===== src/rtl/fp_subtractor_seq.sv =====
// Multi-cycle IEEE-754 single-precision subtractor (d = a - b) built around one
// 28-bit working mantissa that is shifted a single bit per cycle.
module fp_subtractor_seq #(
  parameter int MAX_ALIGN = 27
) (
  input  logic        clk,
  input  logic        rst_n,
  input  logic        in_valid,
  output logic        in_ready,
  input  logic [31:0] a,
  input  logic [31:0] b,
  output logic        out_valid,
  input  logic        out_ready,
  output logic [31:0] d,
  output logic        overflow
);

  localparam int DW = $clog2(MAX_ALIGN + 2);

  typedef enum logic [2:0] {IDLE, ALIGN, ADD, NORM, ROUND, DONE} state_t;

  state_t          state, state_nx;
  logic [27:0]     big_m, small_m;
  logic [9:0]      exp_r;
  logic [DW-1:0]   diff;
  logic            big_s, small_s;

  // Operand unpacking; b's sign is inverted so the datapath only ever adds.
  logic [9:0]      ea, eb, exp_gap;
  logic [27:0]     ma, mb;
  logic            sa, sb, swap;
  logic [DW-1:0]   diff_ld;

  assign ea      = (a[30:23] == 8'd0) ? 10'd1 : {2'b00, a[30:23]};
  assign eb      = (b[30:23] == 8'd0) ? 10'd1 : {2'b00, b[30:23]};
  assign ma      = {1'b0, |a[30:23], a[22:0], 3'b000};
  assign mb      = {1'b0, |b[30:23], b[22:0], 3'b000};
  assign sa      = a[31];
  assign sb      = ~b[31];
  assign swap    = eb > ea;
  assign exp_gap = swap ? (eb - ea) : (ea - eb);
  assign diff_ld = (exp_gap > 10'(MAX_ALIGN + 1)) ? DW'(MAX_ALIGN + 1) : exp_gap[DW-1:0];

  // Signed add of the aligned magnitudes.
  logic            mag_ge;
  logic [27:0]     sum_m;
  logic            sum_s;

  assign mag_ge = big_m >= small_m;
  assign sum_m  = (big_s == small_s) ? (big_m + small_m)
                : (mag_ge ? (big_m - small_m) : (small_m - big_m));
  assign sum_s  = (big_s == small_s) ? big_s : (mag_ge ? big_s : small_s);

  // Round-to-nearest-even on G/R/S with LSB at bit 3; a carry out renormalizes.
  logic            round_up;
  logic [24:0]     rnd;
  logic [23:0]     rnd_mant;
  logic [9:0]      rnd_exp;
  logic            rnd_ovf;
  logic [7:0]      rnd_field;

  assign round_up  = big_m[2] & (big_m[1] | big_m[0] | big_m[3]);
  assign rnd       = {1'b0, big_m[26:3]} + 25'(round_up);
  assign rnd_mant  = rnd[24] ? rnd[24:1] : rnd[23:0];
  assign rnd_exp   = exp_r + 10'(rnd[24]);
  assign rnd_ovf   = rnd_exp >= 10'd255;
  assign rnd_field = rnd_mant[23] ? rnd_exp[7:0] : 8'd0;

  // NOTE: every signal assigned in always_comb gets a default first, so no path
  // through the case can leave it unassigned and infer a latch.
  always_comb begin
    state_nx  = state;
    in_ready  = 1'b0;
    out_valid = 1'b0;
    case (state)
      IDLE: begin
        in_ready = 1'b1;
        if (in_valid) state_nx = (diff_ld == '0) ? ADD : ALIGN;
      end
      ALIGN: begin
        if (diff > DW'(MAX_ALIGN) || diff == DW'(1)) state_nx = ADD;
      end
      ADD: begin
        state_nx = (sum_m == 28'd0) ? DONE : NORM;
      end
      NORM: begin
        if (big_m[27]) state_nx = ROUND;
        else if (!big_m[26] && exp_r > 10'd1)
          state_nx = (big_m[25] || exp_r == 10'd2) ? ROUND : NORM;
        else state_nx = ROUND;
      end
      ROUND: state_nx = DONE;
      DONE: begin
        out_valid = 1'b1;
        if (out_ready) state_nx = IDLE;
      end
      default: state_nx = IDLE;
    endcase
  end

  // NOTE: sequential state uses non-blocking assignments so every register
  // samples pre-edge values regardless of statement order.
  always_ff @(posedge clk or negedge rst_n) begin
    if (!rst_n) state <= IDLE;
    else        state <= state_nx;
  end

  always_ff @(posedge clk or negedge rst_n) begin
    if (!rst_n) begin
      big_m    <= '0;
      small_m  <= '0;
      exp_r    <= '0;
      diff     <= '0;
      big_s    <= 1'b0;
      small_s  <= 1'b0;
      d        <= '0;
      overflow <= 1'b0;
    end else begin
      case (state)
        IDLE: if (in_valid) begin
          big_m    <= swap ? mb : ma;
          small_m  <= swap ? ma : mb;
          big_s    <= swap ? sb : sa;
          small_s  <= swap ? sa : sb;
          exp_r    <= swap ? eb : ea;
          diff     <= diff_ld;
          overflow <= 1'b0;
        end
        ALIGN: begin
          if (diff > DW'(MAX_ALIGN)) begin
            // Beyond the cap the whole small operand only contributes sticky.
            small_m <= {27'd0, |small_m};
            diff    <= '0;
          end else begin
            small_m <= {1'b0, small_m[27:2], small_m[1] | small_m[0]};
            diff    <= diff - DW'(1);
          end
        end
        ADD: begin
          big_m <= sum_m;
          big_s <= sum_s;
          if (sum_m == 28'd0) d <= 32'h0000_0000;
        end
        NORM: begin
          if (big_m[27]) begin
            big_m <= {1'b0, big_m[27:2], big_m[1] | big_m[0]};
            exp_r <= exp_r + 10'd1;
          end else if (!big_m[26] && exp_r > 10'd1) begin
            big_m <= {big_m[26:0], 1'b0};
            exp_r <= exp_r - 10'd1;
          end
        end
        ROUND: begin
          overflow <= rnd_ovf;
          d        <= rnd_ovf ? {big_s, 8'hFF, 23'd0}
                              : {big_s, rnd_field, rnd_mant[22:0]};
        end
        default: ;
      endcase
    end
  end

endmodule

===== config.mk =====
export PLATFORM = sky130hd
export DESIGN_NAME = fp_subtractor_seq
export DESIGN_NICKNAME = d
export VERILOG_FILES = /design/src/rtl/fp_subtractor_seq.sv
export SDC_FILE = /design/constraint.sdc
export NUM_CORES = 1
export LEC_CHECK = 0
export CORE_ASPECT_RATIO = 0.7
export CORE_MARGIN = 2
export CORE_UTILIZATION = 61
export DETAILED_ROUTE_END_ITERATION = 7
export PLACE_DENSITY_LB_ADDON = 0.08
export SETUP_SLACK_MARGIN = 0.05
export SLEW_MARGIN = 30
export SYNTH_ARGS = -nofsm -noshare
export SYNTH_HDL_FRONTEND = slang
export SYNTH_SLANG_ARGS = --single-unit

===== constraint.sdc =====
create_clock -name clk -period 5.55 [get_ports clk]
set_input_delay 1.11 -clock clk [delete_from_list [all_inputs] [get_ports clk]]
set_output_delay 1.11 -clock clk [all_outputs]
set_load 0.03 [all_outputs]

==> impl_results.rst <==
.. list-table::
   :header-rows: 1

   * - Metric
     - Value
   * - Status
     - completed
   * - Detail-routed net length per standard cell
     - 23.6 um
   * - Number of global-route vias before repair
     - 12400
   * - Largest net degree at the start of global routing
     - 70
   * - Skew-Pair Late Insertion Delay
     - 0.37 ns
   * - Adder-Cell Fraction of Synth Area
     - 11.7%
   * - Top-level port count
     - 103
   * - Global-route met2 utilization
     - 61.5%
   * - Row count
     - 43
   * - Maximum single-stage delay on the critical path
     - 0.63 ns
   * - Antenna violation net count after detailed routing
     - 0
   * - Endpoint required time on the critical path
     - 5.81 ns
   * - Top flip-flop cell by instance count after synthesis
     - dfrtp_1
   * - Initial antenna violation count
     - 1
   * - Endpoint kind of the worst setup timing path
     - flop
   * - Number of instances in the synthesized netlist
     - 1620
   * - Hold slack final
     - 0.499 ns
   * - Final Cycle Share
     - 92.7%
   * - Class of the tightest hold or removal check
     - flop to flop
   * - Number of H-tree levels
     - 3
   * - Crit-path slowest cell
     - or4_1
   * - Critical path cell sequence
     - nand3_1, nor3_1, nand3_1, or4_1, or3_1, inv_1, ha_1, ha_1, nand2_1, xnor2_1, nand3_1, o21ai_0, a32oi_1, nand3_1, clkinv_1, a22o_1
   * - Die span in x
     - 174 um
   * - Count of flip-flops with a built-in enable after synthesis
     - 0
   * - Cell area after placement
     - 13700 um^2
   * - Clock skew
     - 0.0183 ns
   * - Clock transition time at the flip-flop clock pins of the worst setup and hold paths
     - 0.08 ns
   * - Proportion of synthesized chip area in sequential cells
     - 22.0%
   * - Number of sinks on the clock net
     - 108
   * - CTS Root Buffer Type
     - clkbuf_16
   * - Clock buffer count from CTS
     - 9
   * - Cell variety after synth
     - 84
   * - Remaining max-slew budget at the tightest pin
     - 44.4%
   * - Most used routing layer
     - met1
   * - Summed area of non-filler cells in the final layout
     - 14100 um^2
   * - Commonest cells in the synthesized netlist
     - 137 x a21oi_1, 131 x o21ai_0, 124 x nand2_1, 123 x nor2_1, 108 x dfrtp_1
   * - Area of the die
     - 21300 um^2
   * - Count of pins over their slew limit
     - 0
   * - Mapped Avg Cell Area
     - 7.60 um^2
   * - Shortest period the worst path allows
     - 5.15 ns
   * - Post-synthesis cell type with the largest combined area
     - dfrtp_1
   * - Crit path launch type
     - flop
   * - Total of cells resized after clock tree synthesis
     - 0
   * - Most Frequent Cell on Critical Path
     - nand3_1
   * - Global Route met3 Usage
     - 12.7%
   * - Gr ovfl total
     - 0
   * - Number of nets in the layout
     - 1866
   * - Count of vias placed by the detailed router
     - 13700
   * - Setup total negative slack
     - 0 ns
   * - CP Buf/Inv Count
     - 2
   * - Maximum net fanout on the critical path
     - 10
   * - Vertical extent of the die
     - 123 um
   * - DR vias/cell
     - 7.00
   * - Count of port buffers added during placement
     - 102
   * - Largest family of logic cells by synthesized area
     - compound AO/OA/AOI/OAI gates
   * - Clock tree from TritonCTS
     - built
   * - Routed wire length
     - 46300 um
   * - Global-route usage over all layers
     - 42.7%
   * - Maximum clock insertion buffer count
     - 2
   * - Mux cell area share after synthesis
     - 4.50%
   * - Combined area of all synthesized cells
     - 12300 um^2
   * - Post-synthesis simple-gate area fraction
     - 19.5%
   * - Initial DRC count
     - 2432
   * - CP top delay family
     - simple AND/OR/NAND/NOR gates
   * - Post-synthesis share of cell area spent on xor and xnor gates
     - 4.34%
   * - Count of maximum capacitance violations
     - 0
   * - Least-Margin Pin Slew
     - 0.827 ns
   * - Core box area
     - 19800 um^2
   * - F_max
     - 194 MHz
   * - Count of warnings emitted by yosys
     - 0
   * - Share of post-route cells with drive strength above 1
     - 6.86%
   * - Share of Yosys cell area claimed by the top area cell type
     - 22.0%
   * - Relative area change from synthesis to final layout
     - 14.3%
   * - Most area-consuming cells after synthesis
     - dfrtp_1 22%, ha_1 11%, a21oi_1 5.6%
   * - Setup repair after global routing missed its margin
     - no
   * - Fraction of synthesis flops using an asynchronous set or reset pin
     - 100%
   * - Hold buffer count at cts
     - 0
   * - Total setup violations reported at the end of the flow
     - 0
   * - Number of storage elements in the synthesis netlist
     - 108
   * - Initial core utilization
     - 62.2%
   * - Total setup buffers inserted after CTS
     - 0
   * - Post-synth net total
     - 1800
   * - Fraction of the mapped netlist area in compound gates
     - 30.8%
   * - Remaining DRCs
     - 0
   * - Worst setup path class
     - flop to flop
   * - Half-perimeter wire length after placement
     - 36500 um
   * - Last weighted congestion value of the routability-driven placer
     - 1.07
   * - Met1 layer usage reported by global route
     - 61.8%
   * - Worst endpoint data arrival time
     - 5.40 ns
   * - Final hold violations
     - 0
   * - Global-route wire length before repair
     - 70700 um
   * - Length of the first detailed-routing pass in iterations
     - 8
   * - Top-count cell post-synth
     - a21oi_1
[flip-flops by register name, summed over array words and instances, names as in the netlist]
| register | flops |
|---|---|
| diff | 5 |
| big_s | 1 |
| overflow | 1 |
| exp_r | 10 |
| d | 32 |
| small_m | 27 |
| state | 3 |
| small_s | 1 |
| big_m | 28 |
[cell usage in the layout, fill, tap and decap left out, types with 7 or more instances in the layout]
cell type | synthesis | routed
nor2_1 | 123 | 122
a21oi_1 | 137 | 137
nand3_1 | 63 | 63
o221ai_1 | 18 | 18
o21bai_1 | 9 | 9
a211o_1 | 16 | 15
clkbuf_16 | 0 | 9
or3_1 | 8 | 8
nor3_1 | 37 | 35
nor4_1 | 25 | 25
nand4_1 | 23 | 23
nor2b_1 | 16 | 15
o22ai_1 | 12 | 12
xnor2_1 | 51 | 50
mux2i_1 | 52 | 52
inv_1 | 105 | 105
ha_1 | 107 | 107
a22oi_1 | 27 | 27
buf_4 | 2 | 65
dfrtp_1 | 108 | 108
a31oi_1 | 21 | 21
o21ai_1 | 10 | 10
or4_1 | 8 | 8
a22o_1 | 16 | 16
xor2_1 | 10 | 9
a211oi_1 | 19 | 19
o211ai_1 | 14 | 14
nand2_1 | 124 | 124
nand2b_1 | 16 | 16
o31ai_1 | 17 | 17
and3_1 | 8 | 7
o21ai_0 | 131 | 131
clkdlybuf4s50_1 | 0 | 101
and2_1 | 10 | 10
a221o_1 | 13 | 13
o21a_1 | 18 | 18
a21o_1 | 25 | 25
[layout make-up]
| cell class | instances | area [um^2] |
|---|---|---|
| multi-input cells | 1290 | 8760 |
| well taps | 270 | 338 |
| fillers | 1659 | 5730 |
| repair buffers | 169 | 1550 |
| clock buffers | 9 | 225 |
| inverters | 108 | 405 |
| flip-flops and latches | 108 | 2700 |
| clock inverters | 7 | 88.8 |
| diodes | 1 | 2.50 |
[stage by stage]
| step | worst slack, ns | util (%) | std cells |
|---|---|---|---|
| detailed placement | 0.247 | 69.4 | 1945 |
| CTS | 0.500 | 71.0 | 1961 |
| floorplan | 1.17 | - | 1620 |
| global placement | 0.519 | 69.4 | 1945 |
| finish | 0.404 | 71.1 | 1962 |
| global route | 0.0732 | 71.1 | 1961 |
[logic make-up (layout without fill, tap and decap cells)]
| family | count (synthesis) | count (layout) |
|---|---|---|
| buf+inv | 222 | 293 |
| xor+xnor | 61 | 61 |
| simple gates | 488 | 488 |
| compound gates | 574 | 574 |
| other cells | 0 | 1 |
| mux | 55 | 55 |
| fa+ha+maj | 112 | 112 |
| flops | 108 | 108 |
[per-layer routing]
metal,wire (um),vias up
li1,-,6083
met1,19300,6439
met2,18600,1065
met3,6850,144
met4,1630,0
met5,0,-
[path summary, 6_finish.rpt]
path                       startpoint      end  slack, ns  depth (start not counted)
setup / recovery            big_m[10]    d[15]       0.40                         16
hold / removal                   d[6]     d[6]       0.50                          1
setup reg to reg            big_m[10]    d[15]       0.40                         16
hold reg to reg                  d[6]     d[6]       0.50                          1
max in group asynchronous       rst_n  diff[4]       3.80                          2
min in group asynchronous       rst_n    d[28]       0.75                          1
Power is left out: the tool's default activity adds up to more than one toggle a clock period on the data nets, which glitch-free logic cannot reach.
